`src/rtl/lifo_stack_mem.sv`:
```
// LIFO stack with a registered top-of-stack output, occupancy count, level flags
// and sticky overflow/underflow error flags.
module lifo_stack_mem #(
    parameter  int WIDTH    = 8,
    parameter  int DEPTH    = 8,
    parameter  int AF_LEVEL = DEPTH - 1,
    localparam int CW       = $clog2(DEPTH + 1)
) (
    input  logic             clk,
    input  logic             reset,
    input  logic             push,
    input  logic             pop,
    input  logic [WIDTH-1:0] din,
    input  logic             clr_err,
    output logic [WIDTH-1:0] dout,
    output logic [CW-1:0]    count,
    output logic             empty,
    output logic             full,
    output logic             almost_full,
    output logic             overflow,
    output logic             underflow
);

    localparam int AW = $clog2(DEPTH);

    logic [WIDTH-1:0] mem [DEPTH];

    logic [CW-1:0]    count_q, count_d;
    logic [WIDTH-1:0] dout_q, dout_d;
    logic             overflow_q, overflow_d;
    logic             underflow_q, underflow_d;

    logic             wr_en;
    logic [AW-1:0]    wr_idx;

    logic             is_empty;
    logic             is_full;

    assign is_empty = (count_q == '0);
    assign is_full  = (count_q == CW'(DEPTH));

    // NOTE: every signal written here gets a default first, so no path can infer a latch.
    always_comb begin
        count_d     = count_q;
        dout_d      = dout_q;
        overflow_d  = overflow_q & ~clr_err;
        underflow_d = underflow_q & ~clr_err;
        wr_en       = 1'b0;
        wr_idx      = '0;

        // A new error in the same cycle as clr_err wins because it is assigned last.
        unique case ({push, pop})
            2'b10: begin
                if (!is_full) begin
                    wr_en   = 1'b1;
                    wr_idx  = AW'(count_q);
                    count_d = count_q + CW'(1);
                    dout_d  = din;
                end else begin
                    overflow_d = 1'b1;
                end
            end
            2'b01: begin
                if (!is_empty) begin
                    count_d = count_q - CW'(1);
                    dout_d  = (count_q >= CW'(2)) ? mem[AW'(count_q - CW'(2))] : '0;
                end else begin
                    underflow_d = 1'b1;
                end
            end
            2'b11: begin
                wr_en  = 1'b1;
                dout_d = din;
                if (is_empty) begin
                    wr_idx      = '0;
                    count_d     = CW'(1);
                    underflow_d = 1'b1;
                end else begin
                    wr_idx = AW'(count_q - CW'(1));
                end
            end
            default: ;
        endcase
    end

    // NOTE: sequential state uses non-blocking assignments only, so every flop samples pre-edge values.
    always_ff @(posedge clk) begin
        if (reset) begin
            count_q     <= '0;
            dout_q      <= '0;
            overflow_q  <= 1'b0;
            underflow_q <= 1'b0;
        end else begin
            count_q     <= count_d;
            dout_q      <= dout_d;
            overflow_q  <= overflow_d;
            underflow_q <= underflow_d;
        end
    end

    // NOTE: the storage array has no reset; stale words are never visible because count bounds every read.
    always_ff @(posedge clk) begin
        if (wr_en && !reset) begin
            mem[wr_idx] <= din;
        end
    end

    assign dout        = dout_q;
    assign count       = count_q;
    assign empty       = is_empty;
    assign full        = is_full;
    assign almost_full = (count_q >= CW'(AF_LEVEL));
    assign overflow    = overflow_q;
    assign underflow   = underflow_q;

endmodule

```
`config.mk`:
```
export PLATFORM = sky130hd
export DESIGN_NAME = lifo_stack_mem
export DESIGN_NICKNAME = d
export VERILOG_FILES = /design/src/rtl/lifo_stack_mem.sv
export SDC_FILE = /design/constraint.sdc
export NUM_CORES = 1
export LEC_CHECK = 0
export CAP_MARGIN = 0
export CORE_MARGIN = 2
export CORE_UTILIZATION = 40
export DETAILED_ROUTE_END_ITERATION = 12
export SLEW_MARGIN = 20
export SYNTH_ARGS = -nofsm -noshare
export SYNTH_HDL_FRONTEND = slang
export SYNTH_SLANG_ARGS = --single-unit
```
`constraint.sdc`:
```
create_clock -name clk -period 8.2 [get_ports clk]
set_input_delay 1.64 -clock clk [delete_from_list [all_inputs] [get_ports clk]]
set_output_delay 1.64 -clock clk [all_outputs]
set_load 0.02 [all_outputs]
```
Yosys cells after proc, flatten, opt, wreduce, memory -nomap -nowiden
Memory sizes are Yosys's and may differ from the RTL's.
Index checks and enable logic that the tools add are counted.
{ "classes": {"magnitude_cmp": 2, "bitwise_logic": 3, "n_eq_ne": 7, "div_mod_pow": 0, "add_sub_neg": 3, "n_mux": 19, "mul": 0, "shifts": 0, "n_reduce_logical": 7} }
{ "op_table": {"columns": ["operator", "n"], "rows": [
  ["$mux 8", 3],
  ["$pmux 8 s3", 1],
  ["$mux 4", 3],
  ["$pmux 4 s3", 1],
  ["$mux 1", 7],
  ["$mux 3", 2],
  ["$ne 2x2->1 const B", 3],
  ["$pmux 3 s2", 1],
  ["$add 4x1->4 const B", 1],
  ["$eq 2x2->1 const B", 2],
  ["$eq 4x4->1 const B", 1],
  ["$ge 4x2->1 const B", 1],
  ["$ge 4x3->1 const B", 1],
  ["$logic_not 4->1", 1],
  ["$reduce_and 4->1", 1],
  ["$sub 4x1->4 const B", 1],
  ["$reduce_and 3->1", 1],
  ["$reduce_bool 3->1", 1],
  ["$sub 3x2->3 const B", 1],
  ["$and 1x1->1", 2],
  ["$eq 2x1->1 const B", 1],
  ["$pmux 1 s2", 1],
  ["$reduce_or 2->1", 1],
  ["$logic_and 1x1->1", 1],
  ["2 further kinds", 2]
]} }
{ "word_totals": {"in_bits": 13, "latchBits": 0, "reg_bits": 14, "rom_bits": 0, "memories": 1, "ramBits": 64, "out_inout_bits": 17} }
{ "mem_list": {"columns": ["name", "depth", "width", "rd", "rd_ports_with_merged_regs", "write_ports", "line", "source"], "rows": [
  ["mem", 8, 8, 1, 0, 1, "26", "logic [WIDTH-1:0] mem [DEPTH];"]
]} }

Depth between registers and ports, before layout
{ "depth": {"ltp_word": 6, "depth_mapped": 9} }

Worst setup path after synthesis
Ideal clock, no wire load.
{ "synth_path": {"path_type": "in2reg", "startpoint": "in push", "endpoint": "mem mem[2][0] (enable)", "path_slack_ns": 4.655, "setup_time_ns": 0.395, "t_required_ns": 7.805, "n_path_buf": 1, "path_stages": 5, "t_arrival_ns": 3.150, "cell_sequence": "buf_4 -> nand2_1 -> o32ai_4 -> inv_1 -> nor4_1"} }
{ "synth_between": {"elab_chain_cells": 5, "elab_cells_between_ends": 7, "classes_between": "eq/ne (2); mux (4); reduce/logical (1)"} }
{ "synth_lines": {"columns": ["item", "line", "source"], "rows": [
  ["start, declared", "11", "input logic push,"],
  ["$eq 2x2->1", "52", "unique case ({push, pop})"],
  ["$pmux 1 s2", "52", null],
  ["$logic_and 1x1->1", "103", "if (wr_en && !reset) begin"],
  ["$mux 1", "103", null],
  ["$mux 1 (not written as such)", "104", "mem[wr_idx] <= din;"],
  ["end, declared", "26", null]
]} }
Parallel ways exist; a longest one is shown, timed or not.

Final worst setup path
{ "layout_path": {"startpoint": "reg count_q[0] (netlist: count[0])", "endpoint": "out empty"} }
{ "layout_between": {"elab_chain_cells": 1} }
{ "layout_lines": {"columns": ["item", "line", "source"], "rows": [
  ["start, declared", "28", "logic [CW-1:0] count_q, count_d;"],
  ["start signal, assigned", "94", "count_q <= count_d;"],
  ["$logic_not 4->1", "39", "assign is_empty = (count_q == '0);"],
  ["end, declared", "17", "output logic empty,"]
]} }
No other way between the ends.

==> flow_summary.toml <==
[power]
power_density_mw_per_mm2 = 318.5
pwr-share-comb_pct = 39.3
pwr-share-seq_pct = 37.3
netSwitchingFraction_pct = 34.67
intPower_mw = 0.8802
clkPwrFrac_pct = 23.4
p_leak_nw = 1.393
p_sw_mw = 0.4672
peakVddDrop_uv = 131.0

[route]
drt-total-wl_mm = 8.109
wl_per_cell_um = 21.17
drtIter0Drc = 189
antenna_left = 0
dr_total_vias = 2234
first_pass_iters = 4
post_drt_via_cell_ratio = 5.833
drc = 0

[cells_and_area]
final_cell_mix = "edfxtp_1 (64), clkdlybuf4s50_1 (29), mux4_2 (16), dfxtp_1 (14), a21oi_1 (13)"
diodes = 0
fin_util_pct = 48.51
syn_to_final_growth_pct = 17.19
stdcell_count = 383
nets = 291
drive_above_1_share_pct = 19.27
final_common_cell = "edfxtp_1"
n_fill_cell = 750

[global_route]
grt_start_max_net_pins = 28
grt_pass1_vias = 2147
grt_use_total_pct = 17.05
antenna_found_initial = 0
grt_first_pass_wirelength_mm = 12.41
grt_overflow = 0

[synth]
synthCells = 242
synth_area_mm2 = 0.003610
yosys_most_used_dff = "edfxtp_1"
syn_avg_cell_area_um2 = 14.92
synth_seq_cells = 78
async_reset_ff_share_pct = 0
ys_types = 47
synthesis.nets = 262
synth_edf_count = 64
synth_seq_area_share_pct = 61.01
yosys_warnings = 0

[placement]
port_buffers = 29
placed_cells = 368
hpwlAfterDp_mm = 5.412
routabilityCongestion = 0.8108

[floorplan]
row_count = 34
start_util_pct = 41.39
die_area_mm2 = 0.009800
core_area_mm2 = 0.008721
die_y_um = 99.00
die_x_um = 99.00
io-pin-count = 30

[job]
cap_violations = 0

[timing]
tightest_slew_ns = 1.052
finalSetupTns_ns = 0
clock.fmax_mhz = 212.0
hold_viol_final = 0
rsz0062_at_grt = "false"
period_share_pct = 57.53
finalSetupViolCount = 0
relSlewSlack_pct = 29.26
finClkSkew_ns = 0.01506
layout_min_cycle_time_ns = 4.717
finalMaxSlewViolations = 0

[clock_tree]
cts_tree = "done"
cts_hold_buf = 0
cts_made_buffers = 9
cts_resized = 0
clock_latency_ns = 0.35
cts.root.buffer_cell = "clkbuf_8"
clkTransAtPathRegs_ns = 0.08
cts-htree-levels = 3
cts.sinks = 78
cts_setup_buffers = 0
clockBufferDepth = 2

[critical_path]
startpoint_type = "flip-flop"
crit_arrival_ns = 3.08
slowest_delay_ns = 0.62
crit_slowest_cell = "clkdlybuf4s50_1"
cpMostUsedCell = "inv_1"
worstPathCellList = "inv_1 -> ha_1 -> or3b_4 -> inv_1 -> clkdlybuf4s50_1"
worst-path-max-fanout = 15
cp-end-kind = "output pin"
crit_type = "reg -> out"
critPathRequiredTime_ns = 6.56

[min_path]
hold_path.class = "reg -> reg"

[outcome]
outcome = "finished clean"
## synth_stat cells, types with 2 or more instances
cell / instances / share of area [%]
o21ai_0: 12 / 1.7
or4bb_1: 8 / 2.5
mux2i_1: 8 / 2.2
nand3_1: 3 / 0.42
a21oi_1: 13 / 1.8
dfxtp_1: 14 / 7.8
a221oi_1: 10 / 2.4
and2b_1: 2 / 0.42
nor4_1: 4 / 0.69
buf_6: 3 / 0.94
nor3_1: 9 / 1.2
edfxtp_1: 64 / 53
mux4_2: 16 / 10
nand2b_1: 2 / 0.35
o21ai_1: 3 / 0.42
buf_2: 8 / 1.1
nor2b_1: 3 / 0.52
inv_1: 8 / 0.83
ha_1: 7 / 2.4
nor2_1: 7 / 0.73
nand2_1: 12 / 1.2
## path summary, 6_finish.rpt
kind             from         to  slack (ns)  cells past startpoint
min           dout[6]    dout[6]        0.55                      2
min reg2reg   dout[6]    dout[6]        0.55                      2
max reg2reg  count[0]  mem[2][5]        4.56                      6
max          count[0]      empty        3.48                      5
## routing by layer
metal | GRT usage [%] | up-vias | wire (um)
met5 | 0 | - | 0
met4 | 5.796 | 0 | 145
met3 | 4.043 | 12 | 388
met2 | 26.35 | 64 | 3900
met1 | 23.81 | 1133 | 3675
li1 | - | 1025 | -
## power groups by stage
stage	Sequential [mW]	Combinational, mW	Clock (mW)
floorplan	0.520	0.365	0
global placement	0.511	0.528	0
detailed placement	0.512	0.532	0
CTS	0.503	0.534	0.322
global route	0.508	0.572	0.339
finish	0.503	0.530	0.315
## registers in the layout, indices dropped and copies added (netlist names)
signal	flops
overflow	1
dout	8
underflow	1
mem	64
count	4
## worst max-delay path, delay by kind of cell (launching register included)
family        cells  cell delay [ns]
fa+ha+maj         1             0.53
buf+inv           3             1.30
simple gates      1             0.46
flops             1             0.44
## area by class of cell
class                           instances  area (um^2)  share of cell area [%]
Inverter                                8        30.03                  0.7098
Multi-Input combinational cell        142         1334                   31.53
Clock buffer                            9        123.9                   2.928
Tap cell                              108        135.1                   3.194
Timing Repair Buffer                   32        312.8                   7.394
Clock inverter                          6        92.59                   2.189
Sequential cell                        78         2202                   52.06
## cells by family (layout without fill, tap and decap cells)
group,Yosys count,in the layout,share of synthesized area [%]
mux,24,24,12.20
buf+inv,22,55,3.293
simple gates,59,59,10.26
xor+xnor,1,1,0.2427
flops,78,78,61.01
compound gates,51,51,10.57
fa+ha+maj,7,7,2.426
## per-stage QoR
step	setup slack [ns]	power, mW	hold slack [ns]	area [um^2]
finish	3.483	1.347	0.5525	4230
global route	3.260	1.419	0.5852	4230
CTS	3.438	1.359	0.5601	4215
detailed placement	3.435	1.044	0.5391	3999
global placement	3.544	1.040	0.5351	3994
floorplan	4.655	0.8853	0.6166	3610
No activity file was read; power rests on OpenSTA's default activity.
